--- config.mk ---
export PLATFORM = sky130hd
export DESIGN_NAME = if_fetch_unit_flat
export DESIGN_NICKNAME = d
export VERILOG_FILES = /design/src/rtl/if_fetch_unit_if.sv /design/src/rtl/if_fetch_unit.sv /design/src/flat_wrapper.sv
export SDC_FILE = /design/constraint.sdc
export NUM_CORES = 1
export LEC_CHECK = 0
export ABC_AREA = 1
export CAP_MARGIN = 20
export CORE_MARGIN = 8
export CORE_UTILIZATION = 40
export DETAILED_ROUTE_END_ITERATION = 7
export HOLD_SLACK_MARGIN = 0.1
export PLACE_DENSITY = 0.74
export REMOVE_ABC_BUFFERS = 1
export SLEW_MARGIN = 20
export SYNTH_ARGS = -nofsm -noshare
export SYNTH_HDL_FRONTEND = slang
export SYNTH_SLANG_ARGS = --single-unit
--- constraint.sdc ---
create_clock -name clk -period 2 [get_ports clk]
set_clock_uncertainty 0.05 [all_clocks]
set_input_delay 0.3 -clock clk [delete_from_list [all_inputs] [get_ports clk]]
set_output_delay 0.3 -clock clk [all_outputs]
set_load 0.02 [all_outputs]
--- src/rtl/if_fetch_unit_if.sv ---
// if_fetch_unit_if: hazard, redirect, instruction-memory and IF/ID signals of the fetch stage
interface if_fetch_unit_if;
  logic        stall;
  logic        redirect;
  logic [31:0] redirect_pc;
  logic        imem_req;
  logic [31:0] imem_addr;
  logic        imem_ready;
  logic        imem_rvalid;
  logic [31:0] imem_rdata;
  logic [31:0] instruction;
  logic [31:0] newPC;
  logic        ifid_en;
  logic        ifid_flush;
  modport master (
    input  stall, redirect, redirect_pc, imem_ready, imem_rvalid, imem_rdata,
    output imem_req, imem_addr, instruction, newPC, ifid_en, ifid_flush
  );
  modport slave (
    output stall, redirect, redirect_pc, imem_ready, imem_rvalid, imem_rdata,
    input  imem_req, imem_addr, instruction, newPC, ifid_en, ifid_flush
  );
endinterface

--- src/rtl/if_fetch_unit.sv ---
// if_fetch_unit: PC holder and single-outstanding fetch controller feeding the IF/ID register
module if_fetch_unit #(
  parameter logic [31:0] RESET_PC  = 32'h0000_0000,
  parameter logic [31:0] PC_STEP   = 32'd4,
  parameter logic [31:0] NOP_INSTR = 32'h0000_0000
) (
  input logic             clk,
  input logic             rst,
  if_fetch_unit_if.master bus
);
  typedef enum logic [1:0] {FETCH, WAIT, HOLD, DISCARD} state_t;
  state_t      state_q, state_d;
  logic [31:0] pc_q, pc_d, hold_buf_q, hold_buf_d, pc_next;
  logic        deliver;
  assign pc_next = pc_q + PC_STEP;
  // IF/ID and memory-side outputs; a word is delivered only when neither stalled nor flushed
  always_comb begin
    deliver         = !bus.stall && !bus.redirect && ((state_q == WAIT && bus.imem_rvalid) || state_q == HOLD);
    bus.imem_req    = !rst && state_q == FETCH;
    bus.imem_addr   = pc_q;
    bus.ifid_en     = !rst && !bus.stall;
    bus.ifid_flush  = !rst && bus.redirect;
    bus.instruction = (rst || !deliver) ? NOP_INSTR : (state_q == HOLD ? hold_buf_q : bus.imem_rdata);
    bus.newPC       = rst ? RESET_PC : (deliver ? pc_next : pc_q);
  end
  // next state; a redirect overrides everything and leaves DISCARD behind if a response is still owed
  always_comb begin
    state_d    = state_q;
    pc_d       = pc_q;
    hold_buf_d = hold_buf_q;
    if (bus.redirect) begin
      pc_d    = bus.redirect_pc;
      state_d = ((state_q == FETCH && bus.imem_ready) ||
                 ((state_q == WAIT || state_q == DISCARD) && !bus.imem_rvalid)) ? DISCARD : FETCH;
    end else begin
      case (state_q)
        FETCH: state_d = bus.imem_ready ? WAIT : FETCH;
        WAIT: if (bus.imem_rvalid) begin
          state_d    = bus.stall ? HOLD : FETCH;
          pc_d       = bus.stall ? pc_q : pc_next;
          hold_buf_d = bus.stall ? bus.imem_rdata : hold_buf_q;
        end
        HOLD: if (!bus.stall) begin
          state_d = FETCH;
          pc_d    = pc_next;
        end
        default: state_d = bus.imem_rvalid ? FETCH : DISCARD;
      endcase
    end
  end
  // state registers with synchronous reset
  always_ff @(posedge clk) begin
    if (rst) begin
      state_q    <= FETCH;
      pc_q       <= RESET_PC;
      hold_buf_q <= '0;
    end else begin
      state_q    <= state_d;
      pc_q       <= pc_d;
      hold_buf_q <= hold_buf_d;
    end
  end
endmodule
--- src/flat_wrapper.sv ---
// flat-port wrapper written by rule: the top's interface ports become plain ports
module if_fetch_unit_flat 
#(
  parameter logic [31:0] RESET_PC  = 32'h0000_0000,
  parameter logic [31:0] PC_STEP   = 32'd4,
  parameter logic [31:0] NOP_INSTR = 32'h0000_0000
)
  (clk, rst, bus_stall, bus_redirect, bus_redirect_pc, bus_imem_ready, bus_imem_rvalid, bus_imem_rdata, bus_imem_req, bus_imem_addr, bus_instruction, bus_newPC, bus_ifid_en, bus_ifid_flush);
  if_fetch_unit_if bus_i ();
  input logic clk;
  input logic rst;
  input wire logic [$bits(bus_i.stall)-1:0] bus_stall;
  input wire logic [$bits(bus_i.redirect)-1:0] bus_redirect;
  input wire logic [$bits(bus_i.redirect_pc)-1:0] bus_redirect_pc;
  input wire logic [$bits(bus_i.imem_ready)-1:0] bus_imem_ready;
  input wire logic [$bits(bus_i.imem_rvalid)-1:0] bus_imem_rvalid;
  input wire logic [$bits(bus_i.imem_rdata)-1:0] bus_imem_rdata;
  output wire logic [$bits(bus_i.imem_req)-1:0] bus_imem_req;
  output wire logic [$bits(bus_i.imem_addr)-1:0] bus_imem_addr;
  output wire logic [$bits(bus_i.instruction)-1:0] bus_instruction;
  output wire logic [$bits(bus_i.newPC)-1:0] bus_newPC;
  output wire logic [$bits(bus_i.ifid_en)-1:0] bus_ifid_en;
  output wire logic [$bits(bus_i.ifid_flush)-1:0] bus_ifid_flush;
  assign bus_i.stall = bus_stall;
  assign bus_i.redirect = bus_redirect;
  assign bus_i.redirect_pc = bus_redirect_pc;
  assign bus_i.imem_ready = bus_imem_ready;
  assign bus_i.imem_rvalid = bus_imem_rvalid;
  assign bus_i.imem_rdata = bus_imem_rdata;
  assign bus_imem_req = bus_i.imem_req;
  assign bus_imem_addr = bus_i.imem_addr;
  assign bus_instruction = bus_i.instruction;
  assign bus_newPC = bus_i.newPC;
  assign bus_ifid_en = bus_i.ifid_en;
  assign bus_ifid_flush = bus_i.ifid_flush;
  if_fetch_unit #(.RESET_PC(RESET_PC), .PC_STEP(PC_STEP), .NOP_INSTR(NOP_INSTR)) u_core (.clk(clk), .rst(rst), .bus(bus_i));
endmodule
* Word-level counts from Yosys, hierarchy flattened *
Index checks and enable logic that the tools add are counted.

word-level totals
  register bits = 66
  latch bits = 0
  RAM bits = 0
  memory bits (read-only) = 0
  input bits = 70
  output and inout port bits = 99
  word-level logic and storage cells = 48
  memories kept = 0

cells by class
  $add $sub $neg = 1
  $mul = 0
  div/mod/pow operators = 0
  $lt $le $gt $ge = 0
  equality and inequality tests = 5
  shift-type cells = 0
  multiplexer cells = 16
  bitwise gates (word level) = 1
  reductions and logical operators = 22

operators with widths
  kind                                                              count
  32-bit two-way mux                                                7
  32-bit one-hot mux with 2 select lines                            1
  32-bit by 3-bit adder with 32-bit output (second input constant)  1
  2-bit two-way mux                                                 6
  1-bit logical AND                                                 8
  3-bit inequality test (second input constant)                     2
  2-bit one-hot mux with 3 select lines                             1
  1-bit logical NOT                                                 5
  2-bit == test (second input constant)                             2
  1-bit logical OR                                                  4
  2-bit AND reduction                                               2
  4-bit AND reduction                                               1
  3-bit nonzero test                                                1
  2-bit by 1-bit == test with 1-bit output (second input constant)  1
  2-bit logical NOT                                                 1
  1-bit two-way mux                                                 1
  1-bit inverter                                                    1

* Logic depth before layout (Yosys ltp) *
  depth after elaboration = 7
  gate-level depth with buffers = 11
  mapped depth without buffers = 11

* Worst setup path after synthesis *
No wires, ideal clock.

  path type = flip-flop to output port
  from = reg u_core.pc_q[3], in the netlist u_core.bus.imem_addr[3]
  to = out bus_newPC[16]
  arrival = 1.683 ns
  required time = 1.650 ns
  path slack = -0.033 ns
  cell stages (with the launch flop) = 11
  buffers on the path = 0
  cells stage by stage = dfxtp_1 -> ha_1 -> nand2_1 -> nor2_4 -> nand2_1 -> nor2_1 -> xor2_1 -> nand2_1 -> nand2_1 -> nand2_1 -> inv_1

on the way
  word-level cells in the longest chain between the ends = 3

RTL lines
  item                                      RTL line             source
  start, declared                           if_fetch_unit.sv:13  logic [31:0] pc_q, pc_d, hold_buf_q, hold_buf_d, pc_next;
  start signal, assigned                    if_fetch_unit.sv:59  pc_q <= pc_d;
  32-bit by 3-bit adder with 32-bit output  if_fetch_unit.sv:15  assign pc_next = pc_q + PC_STEP;
  32-bit two-way mux (2 in series)          if_fetch_unit.sv:24  bus.newPC = rst ? RESET_PC : (deliver ? pc_next : pc_q);
  end, declared                             flat_wrapper.sv:21   output wire logic [$bits(bus_i.newPC)-1:0] bus_newPC;

Every way passes these cells.

* Worst setup path after layout *
  from = reg u_core.pc_q[2], in the netlist u_core.bus.imem_addr[2]
  to = out bus_newPC[16]

Same word-level chain as after synthesis.

==> metrics.md <==
| Metric | Value |
|---|---|
| Setup WS post-layout | -303.3 ps |
| Worst-case clock buffer depth | 2 |
| Power Density | 469.3 nW/um^2 |
| Initial DRC Count | 402 |
| DR vias | 6,160 |
| Clock latency on the worst-skew pair | 350 ps |
| Max IR drop VDD | 0.0004044 V |
| CP endpoint kind | primary output |
| Netlist Area Pre-Place | 4393 um^2 |
| Max Freq | 0.4342 GHz |
| Final hold vios | 0 |
| CTS Hold Buffers Added | 0 |
| Num CTS Buffers | 9 |
| Routability cong. | 0.8857 |
| Minimum clock period | 2303 ps |
| Site Rows | 38 |
| Syn-to-layout area delta | 84.73% |
| P_leak | 3.647 nW |
| Worst-margin pin slew | 894.4 ps |
| Worst-path fanout max | 4 |
| Slew HR | 0.4037 |
| CTS clk-pin slew, worst paths | 80 ps |
| TritonCTS sink count | 66 |
| Arr. time, crit path | 1950 ps |
| Hpwl dp | 12,030 um |
| CTS Root Cell | clkbuf_8 |
| Total Wirelength | 18,970 um |
| Fin nets | 1,117 |
| Tcrit/Tclk final | 1.152 |
| Initial antenna violation count | 1 |
| Number of max-cap violations | 0 |
| CTS tree | built |
| Largest net degree at the start of global routing | 45 |
| Number of global-route vias before repair | 5,696 |
| Dpl ws | -664.7 ps |
| Sequential area share after synthesis | 0.3008 |
| Post-route ant nets | 0 |
| CP required | 1650 ps |
| Global-route wire length before repair | 27,520 um |
| #FFs+latches synth | 66 |
| CP Launch Type | flop |
| Hold crit path type | primary input to flop |
| Slew Limit Fails | 0 |
| Final setup violation count | 62 |
| DR DRC count | 0 |
| Yosys warning count | 0 |
| Die H | 120.8 um |
| Ports | 169 |
| Cells after Synth | 771 |
| Die footprint | 14,590 um^2 |
| Core ar. | 10,790 um^2 |
| Synth cell types | 26 |
| Share of cells above drive strength 1 | 0.3130 |
| GRT Residual Overflow | 0 |
| Die X-Extent | 120.8 um |
| DR WL/cell | 15.92 um |
| Post-layout util | 0.7519 |
| Starting density of the core | 0.4070 |
| CTS H-Tree Depth | 3 |
| All-layer global routing usage | 0.2283 |
| Via/cell ratio | 5.172 |
| CP Class | flop to primary output |
| Port bufs | 168 |
| Unrepaired setup endpoints after global routing | yes |
| ANT cells | 0 |
| Status | finished with violations |
| Failing checks | setup timing |
| Pre-antenna DRT Iters | 5 |
| Post-synthesis area per instance | 5.698 um^2 |
routing by layer:
metal	GRT usage	vias to the layer above	routed length [um]
met2	0.3974	282	9498
met3	0.06340	44	1762
li1	-	2981	-
met1	0.2616	2851	7236
met5	0	-	9
met4	0.08275	2	459
Yosys cell counts:
| cell type | instances | area [um^2] |
|---|---|---|
| clkbuf_1 | 20 | 75.07 |
| buf_6 | 3 | 33.78 |
| o21ai_1 | 5 | 25.02 |
| o311ai_0 | 1 | 8.760 |
| buf_2 | 13 | 65.06 |
| dfxtp_1 | 66 | 1321 |
| inv_2 | 2 | 7.510 |
| a21oi_1 | 76 | 380.4 |
| xor2_1 | 9 | 78.83 |
| o22a_1 | 2 | 17.52 |
| ha_1 | 1 | 12.51 |
| and2_1 | 2 | 12.51 |
| buf_1 | 3 | 11.26 |
| a31oi_1 | 7 | 43.79 |
| nor2_1 | 108 | 405.4 |
| nor2_4 | 3 | 33.78 |
| inv_1 | 77 | 289.0 |
| nor3_1 | 2 | 10.01 |
| nand4_1 | 2 | 12.51 |
| o22ai_1 | 1 | 6.260 |
| nand2_1 | 256 | 960.9 |
| nand2_2 | 3 | 18.77 |
| xnor2_1 | 3 | 26.28 |
| nor2_2 | 5 | 31.28 |
| nand3_1 | 51 | 255.2 |
| o21ai_0 | 50 | 250.2 |
final timing paths:
check	start	endpoint	slack, ps	cells after the start
max reg2reg	u_core.bus.imem_addr[2]$_SDFFE_PP0P_	u_core.bus.imem_addr[16]$_SDFFE_PP0P_	100	12
min	rst	u_core.bus.imem_addr[4]$_SDFFE_PP0P_	400	3
max	u_core.bus.imem_addr[2]$_SDFFE_PP0P_	bus_newPC[16]	-300	12
min reg2reg	u_core.hold_buf_q[31]$_SDFFE_PP0P_	u_core.hold_buf_q[31]$_SDFFE_PP0P_	440	2
what timing repair did:
| item | 4_1_cts | 5_1_grt |
|---|---|---|
| setup buffers | 25 | 5 |
| cloned | 2 | 4 |
| pin swaps | 30 | 21 |
| endpoints found under the setup margin | 64 | 66 |
| resized for setup | 395 | 128 |
sequential cells by signal, summed over array words and instances (netlist names):
| name | flops |
|---|---|
| u_core.bus.imem_addr | 32 |
| u_core.hold_buf_q | 32 |
| u_core.state_q | 2 |
power by group:
group	internal [mW]	leakage (nW)	switching [mW]
Combinational	0.569	3.00	0.620
Sequential	1.37	0.543	0.0518
Clock	0.638	0.105	0.556
Total	2.58	3.65	1.23
metrics by stage:
stage	instances	hold WS, ps	cell area, um^2	power (mW)	TNS [ps]
floorplan	732	319.1	4208	1.871	-48660
global placement	1147	411.1	6938	2.460	-42890
detailed placement	1147	421.9	6938	2.468	-44570
CTS	1190	353.6	7500	3.693	-14430
global route	1191	392.1	8115	3.982	-21980
finish	1191	395.1	8115	3.808	-14750
cell families (layout without fill, tap and decap cells):
family,count (synthesis),after routing,share of synthesized area
AO/OA/AOI/OAI,142,142,0.1666
AND/OR/NAND/NOR,432,432,0.3962
adder cells (fa/ha/maj),1,1,0.002848
buffers and inverters,118,398,0.1097
XOR/XNOR,12,12,0.02393
flip-flops,66,66,0.3008
cells in the final DEF (no fill, tap or decap), types with 25 or more instances in the layout:
cell type,netlist,final
nand2_1,256,237
buf_4,0,127
clkdlybuf4s50_1,0,101
nor2_1,108,100
inv_1,77,75
dfxtp_1,66,56
buf_6,3,54
nand3_1,51,42
o21ai_0,50,39
a21oi_1,76,30
a21oi_2,0,25
critical path, stage by stage (launching register included):
cell     delay, ps
dfxtp_4        360
ha_4           150
nand2_4         50
nor2_4         170
nand2_4         90
nor2_4         120
buf_6          120
xor2_1         150
nand2_1         90
nand2_1         80
nand2_1         50
inv_1           60
buf_6          120
area by class of cell:
type                    count  area, um^2
fillers                   790        2678
inverters                  79       301.5
clock inverters             5       52.55
clock buffers              11       151.4
repair buffers            303        2938
well taps                 140       175.2
multi-input cells         587        3161
flip-flops and latches     66        1336
(Power assumes the default switching activity.)
